### src/rtl/watch_pkg.sv
// Shared encodings for the watch control units: set-mode state codes,
// field-select codes and small helpers mapping between them.
package watch_pkg;

  typedef logic [1:0] state_t;

  localparam state_t NORMAL   = 2'b00;
  localparam state_t SET_HOUR = 2'b01;
  localparam state_t SET_MIN  = 2'b10;
  localparam state_t SET_SEC  = 2'b11;

  localparam logic [1:0] SEL_NONE = 2'b00;
  localparam logic [1:0] SEL_HOUR = 2'b01;
  localparam logic [1:0] SEL_MIN  = 2'b10;
  localparam logic [1:0] SEL_SEC  = 2'b11;

  // Mode button walks NORMAL -> HOUR -> MIN -> SEC -> NORMAL.
  function automatic state_t next_field(input state_t s);
    case (s)
      NORMAL:   return SET_HOUR;
      SET_HOUR: return SET_MIN;
      SET_MIN:  return SET_SEC;
      SET_SEC:  return NORMAL;
      default:  return NORMAL;
    endcase
  endfunction

  function automatic logic [1:0] sel_of(input state_t s);
    case (s)
      SET_HOUR: return SEL_HOUR;
      SET_MIN:  return SEL_MIN;
      SET_SEC:  return SEL_SEC;
      default:  return SEL_NONE;
    endcase
  endfunction

endpackage

### src/rtl/btn_repeat.sv
// Per-key press detector: one pulse on a clean rising edge and, when
// CLOCK_SET_REPEAT_EN is defined, tick-based auto-repeat while held.
module btn_repeat #(
  parameter int REPEAT_DLY_MS = 600,
  parameter int REPEAT_MS     = 150
) (
  input  logic clk,
  input  logic reset,
  input  logic i_key,
  input  logic i_block,
  input  logic i_clear,
  input  logic i_tick,
  output logic o_pulse
);

  logic key_q;
  logic rise_s;

  assign rise_s = i_key & ~key_q;

  // Previous key level for edge detection.
  always_ff @(posedge clk or posedge reset) begin
    if (reset) key_q <= 1'b0;
    else       key_q <= i_key;
  end

`ifdef CLOCK_SET_REPEAT_EN
  localparam int RPT_MAX = (REPEAT_DLY_MS > REPEAT_MS) ? REPEAT_DLY_MS : REPEAT_MS;
  localparam int CNT_W   = $clog2(RPT_MAX + 1);

  logic [CNT_W-1:0] cnt_q, cnt_d, thr_s;
  logic armed_q, armed_d, rep_q, rep_d, pulse_s;

  // armed only after an accepted edge, so a held key never repeats across a clear.
  always_comb begin
    thr_s   = rep_q ? CNT_W'(REPEAT_MS) : CNT_W'(REPEAT_DLY_MS);
    cnt_d   = cnt_q;
    armed_d = armed_q;
    rep_d   = rep_q;
    pulse_s = 1'b0;
    if (i_clear || i_block || !i_key) begin
      cnt_d   = {CNT_W{1'b0}};
      rep_d   = 1'b0;
      armed_d = 1'b0;
    end else if (rise_s) begin
      pulse_s = 1'b1;
      armed_d = 1'b1;
      cnt_d   = {CNT_W{1'b0}};
      rep_d   = 1'b0;
    end else if (armed_q && i_tick) begin
      if ((cnt_q + CNT_W'(1)) == thr_s) begin
        pulse_s = 1'b1;
        cnt_d   = {CNT_W{1'b0}};
        rep_d   = 1'b1;
      end else begin
        cnt_d = cnt_q + CNT_W'(1);
      end
    end else begin
      cnt_d = cnt_q;
    end
  end

  // Repeat counter and phase registers.
  always_ff @(posedge clk or posedge reset) begin
    if (reset) begin
      cnt_q   <= {CNT_W{1'b0}};
      armed_q <= 1'b0;
      rep_q   <= 1'b0;
    end else begin
      cnt_q   <= cnt_d;
      armed_q <= armed_d;
      rep_q   <= rep_d;
    end
  end

  assign o_pulse = pulse_s;
`else
  logic unused_s;

  assign unused_s = ^{i_tick, 32'(REPEAT_DLY_MS), 32'(REPEAT_MS)};
  assign o_pulse  = rise_s & ~i_block & ~i_clear;
`endif

endmodule

### src/rtl/clock_set_cu.sv
// Time-setting control unit: field select FSM, inc/dec pulses, blink and
// inactivity timeout. Auto-repeat is enabled by defining CLOCK_SET_REPEAT_EN.
module clock_set_cu
  import watch_pkg::*;
#(
  parameter int TIMEOUT_MS    = 10000,
  parameter int BLINK_MS      = 500,
  parameter int REPEAT_DLY_MS = 600,
  parameter int REPEAT_MS     = 150
) (
  input  logic       clk,
  input  logic       reset,
  input  logic       i_tick_ms,
  input  logic       i_btn_mode,
  input  logic       i_btn_up,
  input  logic       i_btn_down,
  output logic       o_set_en,
  output logic [1:0] o_sel,
  output logic       o_inc,
  output logic       o_dec,
  output logic       o_blink_on
);

  localparam int TO_W = $clog2(TIMEOUT_MS + 1);
  localparam int BL_W = $clog2(BLINK_MS + 1);

  state_t          state_q, state_d;
  logic [TO_W-1:0] to_cnt_q, to_cnt_d;
  logic [BL_W-1:0] bl_cnt_q, bl_cnt_d;
  logic [1:0]      sel_q, sel_d;
  logic            set_en_q, set_en_d, inc_q, inc_d, dec_q, dec_d, blink_q, blink_d;
  logic            in_set_s, key_any_s, timeout_s, rpt_clear_s, up_pulse_s, dn_pulse_s;

  assign in_set_s    = (state_q != NORMAL);
  assign key_any_s   = i_btn_up | i_btn_down;
  assign timeout_s   = in_set_s & i_tick_ms & ~i_btn_mode & ~key_any_s &
                       (to_cnt_q == TO_W'(TIMEOUT_MS - 1));
  assign rpt_clear_s = ~in_set_s | i_btn_mode | timeout_s;

  btn_repeat #(.REPEAT_DLY_MS(REPEAT_DLY_MS), .REPEAT_MS(REPEAT_MS)) u_up (
    .clk(clk), .reset(reset), .i_key(i_btn_up), .i_block(i_btn_down),
    .i_clear(rpt_clear_s), .i_tick(i_tick_ms), .o_pulse(up_pulse_s)
  );

  btn_repeat #(.REPEAT_DLY_MS(REPEAT_DLY_MS), .REPEAT_MS(REPEAT_MS)) u_dn (
    .clk(clk), .reset(reset), .i_key(i_btn_down), .i_block(i_btn_up),
    .i_clear(rpt_clear_s), .i_tick(i_tick_ms), .o_pulse(dn_pulse_s)
  );

  // State register.
  always_ff @(posedge clk or posedge reset) begin
    if (reset) state_q <= NORMAL;
    else       state_q <= state_d;
  end

  // Next state: mode button has priority over timeout.
  always_comb begin
    state_d = state_q;
    if (i_btn_mode)     state_d = next_field(state_q);
    else if (timeout_s) state_d = NORMAL;
    else                state_d = state_q;
  end

  // Outputs and tick counters, computed from the next state so they register with it.
  always_comb begin
    set_en_d = (state_d != NORMAL);
    sel_d    = sel_of(state_d);
    inc_d    = up_pulse_s & in_set_s & ~i_btn_mode & ~i_btn_down;
    dec_d    = dn_pulse_s & in_set_s & ~i_btn_mode & ~i_btn_up;

    to_cnt_d = to_cnt_q;
    if (~in_set_s || i_btn_mode || key_any_s || timeout_s) to_cnt_d = {TO_W{1'b0}};
    else if (i_tick_ms)                                     to_cnt_d = to_cnt_q + TO_W'(1);
    else                                                    to_cnt_d = to_cnt_q;

    bl_cnt_d = bl_cnt_q;
    blink_d  = blink_q;
    if ((state_d == NORMAL) || (state_d != state_q) || key_any_s) begin
      blink_d  = 1'b1;
      bl_cnt_d = {BL_W{1'b0}};
    end else if (i_tick_ms) begin
      if (bl_cnt_q == BL_W'(BLINK_MS - 1)) begin
        blink_d  = ~blink_q;
        bl_cnt_d = {BL_W{1'b0}};
      end else begin
        blink_d  = blink_q;
        bl_cnt_d = bl_cnt_q + BL_W'(1);
      end
    end else begin
      blink_d  = blink_q;
      bl_cnt_d = bl_cnt_q;
    end
  end

  // Output and counter registers.
  always_ff @(posedge clk or posedge reset) begin
    if (reset) begin
      to_cnt_q <= {TO_W{1'b0}};
      bl_cnt_q <= {BL_W{1'b0}};
      sel_q    <= SEL_NONE;
      set_en_q <= 1'b0;
      inc_q    <= 1'b0;
      dec_q    <= 1'b0;
      blink_q  <= 1'b1;
    end else begin
      to_cnt_q <= to_cnt_d;
      bl_cnt_q <= bl_cnt_d;
      sel_q    <= sel_d;
      set_en_q <= set_en_d;
      inc_q    <= inc_d;
      dec_q    <= dec_d;
      blink_q  <= blink_d;
    end
  end

  assign o_set_en   = set_en_q;
  assign o_sel      = sel_q;
  assign o_inc      = inc_q;
  assign o_dec      = dec_q;
  assign o_blink_on = blink_q;

endmodule

### config.mk
export PLATFORM = sky130hd
export DESIGN_NAME = clock_set_cu
export DESIGN_NICKNAME = d
export VERILOG_FILES = /design/src/rtl/watch_pkg.sv /design/src/rtl/btn_repeat.sv /design/src/rtl/clock_set_cu.sv
export SDC_FILE = /design/constraint.sdc
export NUM_CORES = 1
export LEC_CHECK = 0
export ABC_CLOCK_PERIOD_IN_PS = 6000
export BUFFER_PORTS_ARGS = -buffer_cell sky130_fd_sc_hd__buf_2
export CAP_MARGIN = 15
export CORE_MARGIN = 4
export CORE_UTILIZATION = 63
export CTS_CLUSTER_SIZE = 40
export DETAILED_ROUTE_END_ITERATION = 6
export MAX_ROUTING_LAYER = met4
export PLACE_DENSITY_LB_ADDON = 0.2
export SYNTH_ARGS = -nofsm -noshare
export SYNTH_HDL_FRONTEND = slang
export SYNTH_HIERARCHICAL = 1
export SYNTH_SLANG_ARGS = --single-unit
export TNS_END_PERCENT = 1
### constraint.sdc
create_clock -name clk -period 6 [get_ports clk]
set_clock_uncertainty 0.2 [all_clocks]
set_input_delay 1.2 -clock clk [delete_from_list [all_inputs] [get_ports clk]]
set_output_delay 1.2 -clock clk [all_outputs]
set_load 0.01 [all_outputs]
==> metrics.json <==
{
  "run_status": {
    "status": "finished clean"
  },
  "power": {
    "ir_drop_mv": 0.296,
    "powerDensity_mw_per_mm2": 264,
    "static-leakage-power_uw": 0.000813
  },
  "drt": {
    "post_drt_via_cell_ratio": 6.22,
    "drt_drc_violations_left": 0,
    "via_count": 1350,
    "detail_route.iter0.violations": 102,
    "antenna_violating_nets_post_route": 0,
    "post_detailed_routing_wire_length_microns": 3360,
    "avgRoutedWirePerCell_microns": 15.5,
    "detail_route.first_pass.iterations": 4
  },
  "worst_hold_path": {
    "min_delay_worst_type": "reg2reg"
  },
  "clock_network": {
    "tritoncts.num_buffers": 5,
    "clock_tree.buffer_depth": 2,
    "clock_sink_count": 32,
    "clkLatencyLatePin_ns": 0.33,
    "cts_hold_repair.buffers": 0,
    "worst_setup_hold_path_clk_slew_ns": 0.09,
    "cts_resized": 0,
    "cts-htree-levels": 2,
    "clock_tree_from_tritoncts": "done",
    "clock-root-buffer": "sky130_fd_sc_hd__clkbuf_4",
    "post_cts.repair.setup_buffers": 0
  },
  "setup_path": {
    "critical_path.startpoint_type": "primary input",
    "crit_path_top_delay_cell": "sky130_fd_sc_hd__o21ai_0",
    "worstPathMaxFanout": 23,
    "critical_path.endpoint_type": "flop",
    "critPathRequiredTime_ns": 6.01,
    "worstPathArrival_ns": 2.77,
    "slowest_delay_ns": 0.46,
    "cp_cell_sequence": "buf_2 -> and4_1 -> nand4_1 -> o21ai_0 -> nor4b_2 -> nor4b_1",
    "criticalPathCategory": "in2reg"
  },
  "global_route": {
    "grt_residual_overflow": 0,
    "grt_pass1_vias": 1367,
    "grt_start_max_net_pins": 31,
    "global_route.usage.total_pct": 22.6,
    "antenna_violations_before_repair": 0,
    "grt_first_pass_wirelength_microns": 5940
  },
  "yosys": {
    "synth_edf_count": 0,
    "synthDominantCellAreaShare_pct": 45.1,
    "post-synth-top-area-cell": "sky130_fd_sc_hd__dfrtp_1",
    "leading_cell_types_by_total_area_after_synthesis": "sky130_fd_sc_hd__dfrtp_1, sky130_fd_sc_hd__xor2_1, sky130_fd_sc_hd__nor2_1, sky130_fd_sc_hd__nand4_1, sky130_fd_sc_hd__ha_1",
    "synth_async_sr_flop_share_pct": 100,
    "ys_ff_latch": 32,
    "postSynthNetCount": 183,
    "synthesis.area_per_instance_sq_um": 9.95,
    "dominantRegCellSynth": "sky130_fd_sc_hd__dfrtp_1",
    "netlist_instances": 173,
    "cell_variety_after_synth": 43,
    "synth_area_sq_mm": 0.00172,
    "synth-seq-area-share_pct": 46.6,
    "synth-warning-count": 6
  },
  "timing": {
    "worst-slew-pin-transition_ns": 0.544,
    "max_frequency_ghz": 0.363,
    "setup_repair_after_global_routing_missed_its_margin": "no",
    "fin_setup_tns_ns": 0,
    "final_critical_path_setup_slack_ns": 3.24,
    "setup_viol": 0,
    "post-route-period-util_pct": 45.9,
    "timing_max_transition_violations_final": 0,
    "slew_headroom_pct": 63.6,
    "hold_ws_ns": 0.362,
    "finalHoldViolCount": 0,
    "fin_crit_ns": 2.76
  },
  "cells_and_area": {
    "area_growth_syn_to_layout_pct": 8.21,
    "layoutNonFillerInstCount": 217,
    "commonest_non_fill_non_tap_cells_in_the_layout": "sky130_fd_sc_hd__dfrtp_1, sky130_fd_sc_hd__nor2_1, sky130_fd_sc_hd__xor2_1, sky130_fd_sc_hd__buf_2",
    "nets": 196,
    "antenna_cells": 0,
    "final_layout_size_suffix_gt1_share_pct": 15.0,
    "layout.cells.most_common": "sky130_fd_sc_hd__dfrtp_1"
  },
  "placed_design": {
    "dpl.hpwl_microns": 2380,
    "placed_cells_incl_taps": 208,
    "port_buffers": 11,
    "placement.setup.worst_slack_ns": 2.92,
    "gp_congestion": 0.844
  },
  "run": {
    "cap_viol_max_count": 0
  },
  "floorplanning": {
    "floorplan.die_area_sq_mm": 0.00363,
    "core.rowCount": 18,
    "die_w_microns": 60.3,
    "num_io_pins": 12,
    "die_h_microns": 60.3,
    "floorplan.initialDensity_pct": 67.6,
    "core_region_area_sq_mm": 0.00254
  }
}
[cells in the mapped netlist, types with 3 or more instances]
| cell type | instances |
|---|---|
| sky130_fd_sc_hd__a21oi_1 | 7 |
| sky130_fd_sc_hd__and2_1 | 3 |
| sky130_fd_sc_hd__and3_1 | 4 |
| sky130_fd_sc_hd__and4_1 | 5 |
| sky130_fd_sc_hd__buf_2 | 3 |
| sky130_fd_sc_hd__dfrtp_1 | 31 |
| sky130_fd_sc_hd__ha_1 | 4 |
| sky130_fd_sc_hd__inv_1 | 6 |
| sky130_fd_sc_hd__nand2_1 | 10 |
| sky130_fd_sc_hd__nand3_1 | 7 |
| sky130_fd_sc_hd__nand4_1 | 10 |
| sky130_fd_sc_hd__nor2_1 | 22 |
| sky130_fd_sc_hd__nor3_1 | 5 |
| sky130_fd_sc_hd__nor3b_1 | 3 |
| sky130_fd_sc_hd__o21ai_0 | 7 |
| sky130_fd_sc_hd__xor2_1 | 12 |
[flip-flops by register name (all words and copies together) (netlist names)]
signal / cells
bl_cnt_q: 9
o_blink_on: 1
o_dec: 1
o_inc: 1
o_sel: 2
o_set_en: 1
state_q: 1
to_cnt_q: 14
u_dn/key_q: 1
u_up/key_q: 1
[area by class of cell]
cell class / instances / area (sq um)
tap: 30 / 37.5
inverter: 6 / 22.5
multi-input combinational: 129 / 860
timing repair buffer: 12 / 82.6
fill: 183 / 682
clock buffer: 8 / 58.8
sequential: 32 / 802
[cell families after synthesis]
logic type / synth area share [%]
fa+ha+maj: 2.91
flops: 46.6
mux: 1.16
buf+inv: 3.49
simple gates: 27.6
xor+xnor: 7.12
compound gates: 11.1
[stage by stage]
step / power (uW) / area, sq um / utilization, %
final: 492 / 1860 / 73.2
after CTS: 491 / 1840 / 72.1
after floorplan: 337 / 1720 / -
after detailed placement: 366 / 1780 / 69.8
after global routing: 525 / 1860 / 73.2
after global placement: 356 / 1780 / 69.8
[worst max-delay path: cells and delay by family]
kind / cells / cell delay [ns]
AO/OA/AOI/OAI: 1 / 0.46
AND/OR/NAND/NOR: 4 / 0.76
buffers and inverters: 1 / 0.34
[final timing paths]
kind                       slack [ns]           end  cells past startpoint          from
hold reg to reg                  0.36  to_cnt_q[13]                      2  to_cnt_q[13]
max in group asynchronous        4.44    o_blink_on                      3         reset
setup / recovery                 3.24         o_dec                      6     i_tick_ms
hold / removal                   0.36  to_cnt_q[13]                      2  to_cnt_q[13]
setup reg to reg                 3.64         o_dec                      6      o_sel[0]
min in group asynchronous        0.51    u_dn/key_q                      2         reset
[where the power goes]
group	leakage [uW]	switching (uW)	internal [uW]
Clock	0.0000326	69.7	57.7
Combinational	0.000351	72.5	45.8
Sequential	0.000429	14.1	232
[routing by layer]
metal / vias up / share of wire [%] / global-route usage, %
li1: 656 / - / -
met1: 666 / 42 / 25.3
met2: 22 / 52 / 37.2
met3: 6 / 3.5 / 6.70
met4: 0 / 1.6 / 9.81
met5: - / 0 / -
No activity file was read; power rests on OpenSTA's default activity.
